### src/rtl/fetch_stage.sv
// fetch_stage: RV32I instruction fetch with PC select, imem handshake,
// IF/ID register and a one-entry skid buffer for load-use holds.
module fetch_stage #(
    parameter logic [31:0] RESET_PC = 32'h0000_0000,
    parameter logic [31:0] NOP      = 32'h0000_0013
) (
    input  logic        clk,
    input  logic        rst_n,
    input  logic [2:0]  pc_next_address_sel,
    input  logic [31:0] jal_target,
    input  logic [31:0] jalr_target,
    input  logic [31:0] branch_target,
    input  logic        stall_decode,
    output logic        imem_req,
    output logic [31:0] imem_addr,
    input  logic        imem_ready,
    input  logic [31:0] imem_rdata,
    output logic [31:0] ins1,
    output logic [31:0] pc1,
    output logic        ins1_valid
);
    typedef enum logic [1:0] {IDLE, FETCH, DRAIN} state_t;

    state_t      state;
    logic [31:0] pc;
    logic [31:0] drain_addr;
    logic [31:0] skid_ins;
    logic [31:0] skid_pc;
    logic        skid_valid;
    logic [2:0]  sel;
    logic        redirect;
    logic        hold;
    logic        accept;
    logic        stuck;
    logic [31:0] target;

    // request/address depend only on registered state, never on imem_ready
    assign imem_req  = (state == FETCH && !skid_valid) || state == DRAIN;
    assign imem_addr = (state == DRAIN) ? drain_addr : pc;

    always_comb begin
        sel      = (pc_next_address_sel > 3'd4) ? 3'd0 : pc_next_address_sel;
        redirect = sel == 3'd1 || sel == 3'd2 || sel == 3'd3;
        hold     = sel == 3'd4;
        accept   = imem_req && imem_ready;
        stuck    = state == FETCH && imem_req && !imem_ready;
        target   = (sel == 3'd1) ? jal_target :
                   (sel == 3'd2) ? jalr_target : branch_target;
    end

    always_ff @(posedge clk or negedge rst_n) begin
        if (!rst_n) begin
            state      <= IDLE;
            pc         <= RESET_PC;
            drain_addr <= 32'h0;
            skid_ins   <= 32'h0;
            skid_pc    <= 32'h0;
            skid_valid <= 1'b0;
            ins1       <= NOP;
            pc1        <= 32'h0;
            ins1_valid <= 1'b0;
        end else begin
            state <= (state == IDLE)  ? FETCH :
                     (state == DRAIN) ? (imem_ready ? FETCH : DRAIN) :
                     (redirect && stuck) ? DRAIN : FETCH;
            if (redirect) begin
                pc         <= target & ~32'h3;
                skid_valid <= 1'b0;
                ins1       <= NOP;
                pc1        <= 32'h0;
                ins1_valid <= 1'b0;
                // remember the abandoned address so its response can be swallowed
                if (stuck) drain_addr <= pc;
            end else if (hold) begin
                if (state == FETCH && accept) begin
                    skid_ins   <= imem_rdata;
                    skid_pc    <= pc;
                    skid_valid <= 1'b1;
                    pc         <= pc + 32'd4;
                end
            end else if (stall_decode) begin
                ins1       <= NOP;
                pc1        <= 32'h0;
                ins1_valid <= 1'b0;
            end else if (state == FETCH && skid_valid) begin
                ins1       <= skid_ins;
                pc1        <= skid_pc;
                ins1_valid <= 1'b1;
                skid_valid <= 1'b0;
            end else if (state == FETCH && accept) begin
                ins1       <= imem_rdata;
                pc1        <= pc;
                ins1_valid <= 1'b1;
                pc         <= pc + 32'd4;
            end else begin
                ins1       <= NOP;
                pc1        <= 32'h0;
                ins1_valid <= 1'b0;
            end
        end
    end
endmodule

### config.mk
export PLATFORM = sky130hd
export DESIGN_NAME = fetch_stage
export DESIGN_NICKNAME = d
export VERILOG_FILES = /design/src/rtl/fetch_stage.sv
export SDC_FILE = /design/constraint.sdc
export NUM_CORES = 1
export LEC_CHECK = 0
export CAP_MARGIN = 10
export CORE_UTILIZATION = 42
export CTS_BUF_LIST = sky130_fd_sc_hd__clkbuf_8 sky130_fd_sc_hd__clkbuf_16
export DETAILED_ROUTE_END_ITERATION = 6
export PLACE_DENSITY = 0.67
export SLEW_MARGIN = 20
export SYNTH_ARGS = -nofsm -noshare
export SYNTH_HDL_FRONTEND = slang
export SYNTH_SLANG_ARGS = --single-unit
export TNS_END_PERCENT = 5
### constraint.sdc
create_clock -name clk -period 3.9 [get_ports clk]
set_input_delay 0.39 -clock clk [delete_from_list [all_inputs] [get_ports clk]]
set_output_delay 0.39 -clock clk [all_outputs]
set_load 0.01 [all_outputs]
==> flow_summary.yaml, run 1 <==
power:
  ir_drop_mv: 0.230
  seqPwrFrac_pct: 48.0
  total_power_mw: 5.51
  clock_power_share_pct: 30.5
  pwr_density_cell_mw_per_mm2: 448
  leakage_nw: 5.17
  p_sw_mw: 1.62
  pwr-share-comb_pct: 21.5
  swShare_pct: 29.4
  internal-power_mw: 3.89
clock_network:
  ctsResizeCount: 0
  post-cts-setup-buffer-count: 0
  cts_tree: "done"
  clk_latency_ps: 440
  htree_levels: 4
  path_clk_slew_ps: 70
  cts_buffers: 17
  clockRootBuffer: "clkbuf_16"
  cts.sinks: 189
  cts_buffer_depth: 2
yosys:
  synth_top_area_share_pct: 49.9
  ys_warn_count: 0
  ys_seq_elements: 189
  yosysUniqueCellTypes: 63
  synth_ff_type: "dfrtp_1"
  synth-edff-count: 0
  seq_area_frac_synth_pct: 50.7
  syn_area_mm2: 0.00934
  synthTopCellsByArea: "dfrtp_1 (50%), mux2_2 (12%), nand2_1 (7.0%), a22oi_1 (6.3%), o21ai_0 (3.8%)"
  syn_inst: 904
  async_flop_share_pct: 100
  postSynthAreaPerCell_um2: 10.3
  synth_top_area_cell: "dfrtp_1"
routing:
  met2RoutedLength_mm: 12.7
  drt_first_iter_violations: 448
  ant_nets: 0
  drc_errors: 0
  avgViaCountPerCell: 5.45
  vias: 7544
  met1Wirelength_mm: 11.0
  wl_per_cell_um: 18.4
  drt_first_pass_iters: 5
  top_layer: "met4"
  met3_length_mm: 1.26
  wl_mm: 25.5
worst_setup_path:
  path_class: "register to primary output"
  cp.arrival_ps: 2520
  worstSetupStartpointType: "register"
  slowest_delay_ps: 600
  crit_slowest_cell: "clkdlybuf4s50_1"
  cp.required_ps: 3510
  crit_chain: "nor2b_2 -> buf_4 -> nand2_1 -> o21ai_0 -> clkdlybuf4s50_1"
  cp_max_fo: 22
  critPathCaptureType: "primary output"
timing:
  worst_pin_slew_ps: 935
  fin_skew_ps: 12.3
  period_share_pct: 74.6
  rsz0062_at_grt: "false"
  max_freq_mhz: 344
  relSlewSlack_pct: 37.7
  hold_violations: 0
  setup_slack_ps: 991
  final.setup.tns_ps: 0
  finalSetupViolations: 0
  layout_min_cycle_time_ps: 2910
  slew_violations: 0
layout:
  area_growth_syn_to_layout_pct: 31.9
  utilization_pct: 56.4
  antenna_cells: 0
  postLayoutCellArea_mm2: 0.0123
  layout_common_cells: "clkdlybuf4s50_1 (221), dfrtp_1 (186), nand2_1 (173), mux2_2 (99), a22oi_1 (78)"
  drive_gt1_share_pct: 16.5
  nets: 1228
  layout_commonest_cell: "clkdlybuf4s50_1"
global_routing:
  grt_max_degree: 126
  grt_usage_pct: 23.1
  grt_overflow_total: 0
  antenna_found_initial: 0
  grt_first_pass_wirelength_mm: 40.2
  grt_pass1_vias: 7329
floorplanning:
  die_h_um: 151
  core_mm2: 0.0218
  rows: 54
  die_w_um: 151
  ios: 233
  start_util_pct: 42.8
  die-area_mm2: 0.0228
placed_design:
  place_congestion: 0.825
  place_ws_ps: 1150
  place_area_mm2: 0.0117
  port_buffers: 224
  hpwl_mm: 17.4
min_path:
  hold_class: "primary input to asynchronous set/reset pin"
flow_run:
  maxCapViolCount: 0
run_status:
  status: "finished, final reports clean"
state kept, by name (all words and copies together) (netlist names):
register,count
pc,30
skid_ins,32
ins1_valid,1
drain_addr,30
state,2
pc1,31
skid_pc,30
ins1,32
skid_valid,1
synth_stat cells (all sizes together) (9+ instances only):
| master | instances |
|---|---|
| buf | 27 |
| o22ai | 10 |
| nand4 | 11 |
| a22oi | 78 |
| xor2 | 9 |
| nor2 | 29 |
| o21ai | 82 |
| mux2i | 21 |
| a21oi | 21 |
| clkbuf | 51 |
| nor3 | 10 |
| nand2 | 176 |
| dfrtp | 186 |
| mux2 | 102 |
| xnor2 | 10 |
layout make-up:
type	count	area, µm²
fillers	1932	9510
inverters	5	18.8
repair buffers	248	2450
multi-input cells	631	4190
flip-flops and latches	189	4730
clock inverters	13	128
well taps	280	350
clock buffers	18	439
power by group through the flow:
stage / logic [mW] / registers [mW] / clock network, mW
finish: 1.18 / 2.64 / 1.68
global route: 1.30 / 2.70 / 1.79
CTS: 1.20 / 2.64 / 1.72
detailed placement: 1.19 / 2.68 / 0
global placement: 1.17 / 2.65 / 0
floorplan: 0.746 / 2.57 / 0
what timing repair did:
action	4_1_cts	5_1_grt
endpoints found under the setup margin	0	0
endpoints found under the hold margin	0	30
hold buffers	0	1
logic make-up (layout without fill, tap and decap cells):
kind of cell             after synthesis  in the layout  synth area share, %
other                                  1              2               0.0402
AO/OA/AOI/OAI                        218            218                 14.8
AND/OR/NAND/NOR                      268            268                 13.0
flip-flops                           189            189                 50.7
XOR/XNOR                              19             19                 1.78
adder cells (fa/ha/maj)                1              1                0.134
multiplexers                         123            123                 14.6
buffers and inverters                 85            284                 4.95
final timing paths:
| kind | slack, ps | depth (start not counted) | endpoint | startpoint |
|---|---|---|---|---|
| min reg2reg | 480 | 2 | ins1[6] | ins1[6] |
| max reg2reg | 1620 | 6 | pc[14] | pc[3] |
| max in group asynchronous | 2270 | 4 | drain_addr[18] | rst_n |
| min in group clk | 480 | 2 | ins1[6] | ins1[6] |
| max | 990 | 5 | imem_addr[30] | state[1] |
| min | 430 | 2 | pc1[22] | rst_n |
through the flow:
stage | cells | hold WS, ps
floorplan | 905 | 94.4
global placement | 1351 | 460
detailed placement | 1351 | 469
CTS | 1382 | 165
global route | 1384 | 451
finish | 1384 | 425
critical path: cells and delay by family (launching register included):
| kind | cells | cell delay (ps) |
|---|---|---|
| buffers and inverters | 2 | 990 |
| AND/OR/NAND/NOR | 2 | 560 |
| flip-flops | 1 | 440 |
| AO/OA/AOI/OAI | 1 | 80 |
routing by layer:
metal / global-route usage [%] / vias to the layer above
met4: 8.20 / 0
met1: 30.1 / 3700
met5: 0 / -
met3: 3.89 / 29
met2: 38.8 / 229
li1: - / 3586
Note: power is estimated with default switching activity, not from simulation.
==> run 2: changes to the inputs <==
- clock period: 3.9 -> 2.85 ns (I/O delays scaled with it)
==> run 2 against run 1 <==
Routed wire length shrank 1.1%. Setup slack lost 630 ps. Flip-flop and latch count is the same. Die area is the same.
==> flow_summary.yaml, run 2 (synthesis results as in run 1) <==
placed_design:
  hpwl_mm: 17.6
  port_buffers: 224
  dpl.cell_count: 1361
  place_congestion: 0.839
routing:
  drt_first_iter_violations: 528
  drc_errors: 0
  wl_per_cell_um: 18.1
  vias: 7613
  avgViaCountPerCell: 5.46
  drt_first_pass_iters: 5
  wl_mm: 25.2
  ant_nets: 0
global_routing:
  antenna_found_initial: 0
  grt-busiest-layer: "met2"
  use_met3_pct: 3.58
  use_met2_pct: 37.3
  grt_pass1_vias: 7274
  grt_max_degree: 82
  grt_overflow_total: 0
  grt_usage_pct: 22.8
  grt_first_pass_wirelength_mm: 39.6
  use_met1_pct: 30.8
clock_network:
  cts.sinks: 189
  cts_buffer_depth: 2
  clockRootBuffer: "clkbuf_16"
  clk_latency_ps: 440
  htree_levels: 4
  holdBufCountCts: 1
  cts_buffers: 17
  path_clk_slew_ps: 70
  ctsResizeCount: 0
  post-cts-setup-buffer-count: 0
  cts_tree: "done"
power:
  ir_drop_mv: 0.334
  leakage_nw: 5.23
  pwr_density_cell_mw_per_mm2: 609
flow_run:
  maxCapViolCount: 0
timing:
  worst_pin_slew_ps: 687
  rsz0062_at_grt: "false"
  relSlewSlack_pct: 54.2
  final.setup.tns_ps: 0
  max_freq_mhz: 402
  slew_violations: 0
  period_share_pct: 87.3
  layout_min_cycle_time_ps: 2490
  finalSetupViolations: 0
  hold_violations: 0
  fin_skew_ps: 7.71
worst_setup_path:
  cp.required_ps: 2570
  worstReg2RegStart: "pc[3]"
  worst_r2r_path_depth: 6
  critPathCaptureType: "primary output"
  ff2ff_setup_slack_ps: 650
  cp_max_fo: 21
  worstSetupStartpointType: "register"
  path_class: "register to primary output"
  cp.arrival_ps: 2200
  r2r-end: "pc[28]"
floorplanning:
  die_w_um: 151
  start_util_pct: 42.8
  die_h_um: 151
  ios: 233
  die-area_mm2: 0.0228
  rows: 54
  core_mm2: 0.0218
layout:
  stdcell_count: 1394
  antenna_cells: 0
  drive_gt1_share_pct: 17.2
  fillers: 1956
  area_growth_syn_to_layout_pct: 32.7
  layout_commonest_cell: "clkdlybuf4s50_1"
  nets: 1237
  regArea_mm2: 0.00473
  reg_top3: "ins1 x32, skid_ins x32, pc1 x31"
  layout_common_cells: "clkdlybuf4s50_1 (221), dfrtp_1 (186), nand2_1 (173), mux2_2 (99), a22oi_1 (78)"
  multi_input_area_mm2: 0.00419
min_path:
  min_delay_path_depth: 3
  min_from: "pc_next_address_sel[0]"
  hold_class: "primary input to register"
  worstHoldEndpoint: "pc[31]"
run_status:
  status: "finished, final reports clean"
-- run 2: critical path: stages (launching register included) --
cell	delay (ps)
dfrtp_1	410
nand2b_1	390
buf_12	220
nand2_1	70
nand2_1	90
clkdlybuf4s50_1	560
-- run 2: worst max-delay path by stage --
| stage | depth (start not counted) | to | slack, ps | start |
|---|---|---|---|---|
| floorplan | 6 | pc[28] | 1000 | pc[2] |
| global placement | 7 | pc[29] | 290 | pc_next_address_sel[2] |
| detailed placement | 7 | pc[29] | 250 | pc_next_address_sel[2] |
| CTS | 5 | imem_addr[11] | 330 | state[0] |
| global route | 5 | imem_addr[11] | 230 | state[0] |
| finish | 5 | imem_addr[11] | 360 | state[0] |
-- run 2: cell type report --
type,instances,area share (%)
inverter,5,0.151
multi-input combinational,631,33.8
tap,280,2.83
timing repair buffer,257,20.5
clock buffer,18,3.54
clock inverter,14,1.00
sequential,189,38.2
-- run 2: layer usage --
metal	up-vias	part of all wire, %	wire (µm)
met4	0	2.1	522
met5	-	0	0
met2	231	49	12300
met1	3736	44	11200
li1	3621	-	-
met3	25	5.0	1260
-- run 2: metrics by stage --
| step | area [µm²] | power, mW | utilization [%] | setup slack, ps | hold WS, ps |
|---|---|---|---|---|---|
| 2_1_floorplan | 9340 | 4.54 | - | 1000 | -10.6 |
| 3_3_place_gp | 11800 | 5.25 | 54.2 | 293 | 372 |
| 3_5_place_dp | 11800 | 5.31 | 54.2 | 249 | 372 |
| 4_1_cts | 12400 | 7.61 | 56.8 | 331 | 332 |
| 5_1_grt | 12400 | 7.93 | 56.8 | 230 | 367 |
| 6_report | 12400 | 7.55 | 56.8 | 361 | 336 |
-- run 2: where the power goes --
part | leakage (nW) | total (mW) | internal, mW | switching, mW
Sequential | 2.38 | 3.61 | 3.23 | 0.383
Clock | 0.285 | 2.30 | 1.18 | 1.12
Combinational | 2.56 | 1.65 | 0.938 | 0.709
==> run 3: changes to the inputs <==
- clock period: 2.85 -> 2.75 ns (I/O delays scaled with it)
==> run 3 against run 2 <==
Non-clock buffer count grew 2. Cell count grew 0.14%. Sequential power grew 4%. Count of clock-buffer cells in the layout is the same. Critical path depth is the same. Flip-flop and latch count is the same. Routed wire length grew 0.54%. First-iteration DRC count shrank 33%. Setup slack lost 110 ps. Die area is the same. Largest power group unchanged. Clock power is essentially flat.
==> flow_summary.yaml, run 3 (synthesis results as in run 1) <==
worst_setup_path:
  worstReg2RegStart: "pc[3]"
  cp_num_buf_inv: 2
  critPathCaptureType: "primary output"
  crit_chain: "nand2b_1 -> buf_12 -> nand2_1 -> nand2_1 -> clkdlybuf4s50_1"
  ff2ff_setup_slack_ps: 620
  cp_max_fo: 21
  r2r-end: "pc[28]"
  cp-endpoint: "imem_addr[23]"
  crit_slowest_cell: "clkdlybuf4s50_1"
  cp.arrival_ps: 2220
  worst_r2r_path_depth: 7
  slowest_delay_ps: 540
  cp_common_cell: "nand2_1"
  critPathLaunch: "state[0]"
  cp_num_cells: 5
  cp.required_ps: 2480
  path_class: "register to primary output"
  worstSetupStartpointType: "register"
  worst_path_dominant_cell_family: "buffers and inverters"
floorplanning:
  rows: 54
  start_util_pct: 42.8
  core_mm2: 0.0218
  die_h_um: 151
  die_w_um: 151
  ios: 233
  die-area_mm2: 0.0228
timing:
  hold_violations: 0
  layout_min_cycle_time_ps: 2500
  worst_pin_slew_ps: 636
  slew_violations: 0
  fin_skew_ps: 7.85
  setup_slack_ps: 251
  finalSetupViolations: 0
  rsz0062_at_grt: "false"
  max_freq_mhz: 400
  final.setup.tns_ps: 0
  period_share_pct: 90.9
  relSlewSlack_pct: 57.6
global_routing:
  antenna_found_initial: 0
  grt_first_pass_wirelength_mm: 39.4
  grt_pass1_vias: 7314
  grt_max_degree: 77
  grt_usage_pct: 22.7
  grt_overflow_total: 0
placed_design:
  port_buffers: 224
  place_ws_ps: 275
  hpwl_mm: 18.1
  place_area_mm2: 0.0119
  place_congestion: 0.834
power:
  leakage_nw: 5.24
  pwr_density_cell_mw_per_mm2: 626
  ir_drop_mv: 0.304
  total_power_mw: 7.77
routing:
  vias: 7676
  drc_errors: 0
  ant_nets: 0
  avgViaCountPerCell: 5.50
  drt_first_iter_violations: 352
  wl_mm: 25.3
  wl_per_cell_um: 18.1
  drt_first_pass_iters: 5
clock_network:
  cts.sinks: 189
  cts_tree: "done"
  htree_levels: 4
  cts_buffers: 17
  path_clk_slew_ps: 70
  clockRootBuffer: "clkbuf_16"
  cts_buffer_depth: 2
  clk_latency_ps: 430
layout:
  layout_commonest_cell: "clkdlybuf4s50_1"
  area_growth_syn_to_layout_pct: 33.0
  reg_top3: "ins1 x32, skid_ins x32, pc1 x31"
  antenna_cells: 0
  postLayoutCellArea_mm2: 0.0124
  drive_gt1_share_pct: 17.2
  nets: 1239
  layout_common_cells: "clkdlybuf4s50_1 (221), dfrtp_1 (186), nand2_1 (173), mux2_2 (99), a22oi_1 (78)"
run_status:
  status: "finished, final reports clean"
min_path:
  min_delay_path_depth: 3
  hold_class: "primary input to register"
  min_from: "pc_next_address_sel[0]"
flow_run:
  maxCapViolCount: 0
==> run 3: cell count changes in the layout (fill, tap and decap cells not counted) <==
cell / previous run / this run
buf_12: 4 / 6
clkinv_2: 3 / 1
clkinv_4: 3 / 1
clkinvlp_4: 0 / 3
inv_1: 5 / 7
inv_6: 3 / 5
inv_8: 5 / 2
==> run 3: layout make-up <==
class / instances / area, µm²
inverters: 5 / 18.8
clock inverters: 14 / 110
fillers: 1900 / 9410
clock buffers: 18 / 439
flip-flops and latches: 189 / 4730
well taps: 280 / 350
repair buffers: 259 / 2580
multi-input cells: 631 / 4190
==> run 3: through the flow <==
step                util [%]  hold WS, ps  std cells
global placement        54.3          359       1363
detailed placement      54.3          358       1363
CTS                     56.9          307       1396
finish                  56.9          319       1396
floorplan                  -        -20.6        905
global route            56.9          331       1396
==> run 3: worst min-delay path by stage <==
| stage | end | slack (ps) |
|---|---|---|
| 2_1_floorplan | drain_addr[10] | -20 |
| 5_1_grt | pc[31] | 330 |
| 4_1_cts | pc[31] | 310 |
| 3_5_place_dp | pc1[21] | 360 |
| 6_report | pc[31] | 320 |
| 3_3_place_gp | pc1[21] | 360 |
==> run 3: layer usage <==
layer / wire [µm] / share of wire (%) / track usage (%)
met3: 1440 / 5.7 / 4.01
met5: 0 / 0 / 0
met2: 12200 / 48 / 36.4
met1: 11000 / 43 / 30.5
met4: 686 / 2.7 / 9.05
==> run 3: repair_timing <==
action / 4_1_cts / 5_1_grt
hold buffers: 1 / 0
hold endpoints to repair: 74 / 0
gates resized for setup: 0 / 0
setup endpoints to repair: 0 / 0
setup buffers: 0 / 0
==> run 3: power breakdown <==
group | leakage, nW | internal (mW) | total, mW | switching [mW]
clock network | 0.271 | 1.20 | 2.32 | 1.12
registers | 2.38 | 3.34 | 3.74 | 0.392
logic | 2.59 | 0.976 | 1.72 | 0.743
total | 5.24 | 5.52 | 7.77 | 2.25
==> run 3: worst reg2reg max path, cell delays in order, from the launching register on <==
cell	delay, ps
dfrtp_1	520
ha_1	280
nand4_1	220
nor3_1	200
buf_4	170
nand4_1	140
o21a_1	230
o221a_2	260
==> patch (settings of run 3) <==
Re-encode `state_t` (3 states) as one-hot, 3 bits wide.
--- a/src/rtl/fetch_stage.sv
+++ b/src/rtl/fetch_stage.sv
@@ -19,7 +19,7 @@
     output logic [31:0] pc1,
     output logic        ins1_valid
 );
-    typedef enum logic [1:0] {IDLE, FETCH, DRAIN} state_t;
+    typedef enum logic [2:0] {IDLE = 3'b001, FETCH = 3'b010, DRAIN = 3'b100} state_t;
 
     state_t      state;
     logic [31:0] pc;
Behaviour: same outputs for any inputs over 4 cycles, from zero or initial values and one cycle with rst_n low; so few cycles prove little.
==> patch against run 3 <==
- cell count decreased by 3.7%
- synthesized area is essentially flat
- design area up 0.99%
- sequential cell count rose by 1
- wire length is essentially flat
- sequential power fell by 6.4%
- worst setup slack lost 0.072 ns
- power fell by 6.1%
- critical path type unchanged
- critical endpoint is now imem_addr[19]
- largest cell class unchanged
==> patch: results (changes against run 3) <==
status: completed
top cells by count, synth: dfrtp_1 (186), mux2_2 (135), nand2_1 (86)
share of layout cells above drive strength 1: 21.7% (+4.5 points)
DR vias/cell: 5.52 (+0.41%)
multiplexer area fraction after synthesis: 18.1% (+3.5 points)
worst vdd ir: 355 µV (+17%)
Iteration-0 DRC Markers: 361 (+2.6%)
dpl cells: 1313 (-3.7%)
worst slack at placement: 0.200 ns (-0.0753 ns)
Synth cell types: 59 (-6.3%)
skew final: 0.0155 ns (+0.00763 ns)
Vias: 7426 (-3.3%)
Adder-Cell Fraction of Synth Area: 0.134% (about the same)
Post-DP HPWL: 17.5 mm (-3.3%)
largest net degree at the start of global routing: 60 (-22%)
Area contributors post-synth: dfrtp_1 (50%), mux2_2 (16%), a22oi_1 (6.3%), o21ai_0 (4.0%), nand2_1 (3.5%)
Worst slew margin: 55.7% (-1.9 points)
first-pass GRT wire length: 39.8 mm (+0.93%)
static leakage: 5.21 nW (-0.51%)
WP data arrival: 2.30 ns (+0.08 ns)
sequential share of the synthesized area: 51.0% (+0.30 points)
vias in the first global route: 7451 (+1.9%)
fin nets: 1189 (-4.0%)
Post-Synthesis Cells: 850 (-6.0%)
gr usage total: 22.8% (+0.13 points)
worst reg-to-reg path cell count: 6 (-1)
## patch: changes by cell type in the layout (fill, tap and decap cells not counted), moves of 6 or more
cell,delta
mux2i_1,-9
o21ai_1,-10
mux2_2,+36
nor2_1,+9
or2_2,+6
nand2_1,-88
a21oi_1,+14
## patch: power by group
part | switching [mW] | internal (mW)
registers | 0.288 | 3.21
logic | 0.554 | 0.771
clock network | 1.16 | 1.31
total | 2.00 | 5.30
## patch: worst paths after layout
check / startpoint / to / slack (ns)
max: state[1] / imem_addr[19] / 0.18
max reg2reg: pc[2] / pc[28] / 0.63
min reg2reg: ins1[11] / ins1[11] / 0.48
max in group asynchronous: rst_n / pc1[2] / 1.60
min: rst_n / ins1[17] / 0.34
min in group clk: ins1[11] / ins1[11] / 0.48
## patch: area by class of cell
class	count	area [µm²]
timing repair buffer	256	2580
inverter	4	15.0
fill	1883	9280
sequential	190	4760
clock inverter	13	148
clock buffer	18	439
multi-input combinational	584	4250
tap	280	350
## patch: stage by stage
stage / util, % / hold WS [ns] / instance area (µm²)
final: 57.5 / 0.338 / 12500
after global routing: 57.5 / 0.360 / 12500
after CTS: 57.5 / 0.345 / 12500
after detailed placement: 54.7 / 0.242 / 11900
after global placement: 54.7 / 0.245 / 11900
after floorplan: - / -0.0206 / 9340
## patch: per-layer routing
metal / track usage [%] / share of wire [%]
met2: 37.9 / 49
met1: 30.0 / 44
met5: 0 / 0
met4: 6.80 / 1.5
met3: 4.76 / 5.6
## patch: kinds of logic (layout without fill, tap and decap cells)
logic type               count (synthesis)  count (layout)
AO/OA/AOI/OAI                          224             224
buffers and inverters                   78             291
multiplexers                           151             151
flip-flops                             190             190
adder cells (fa/ha/maj)                  1               1
XOR/XNOR                                14              14
other                                    1               3
AND/OR/NAND/NOR                        191             191
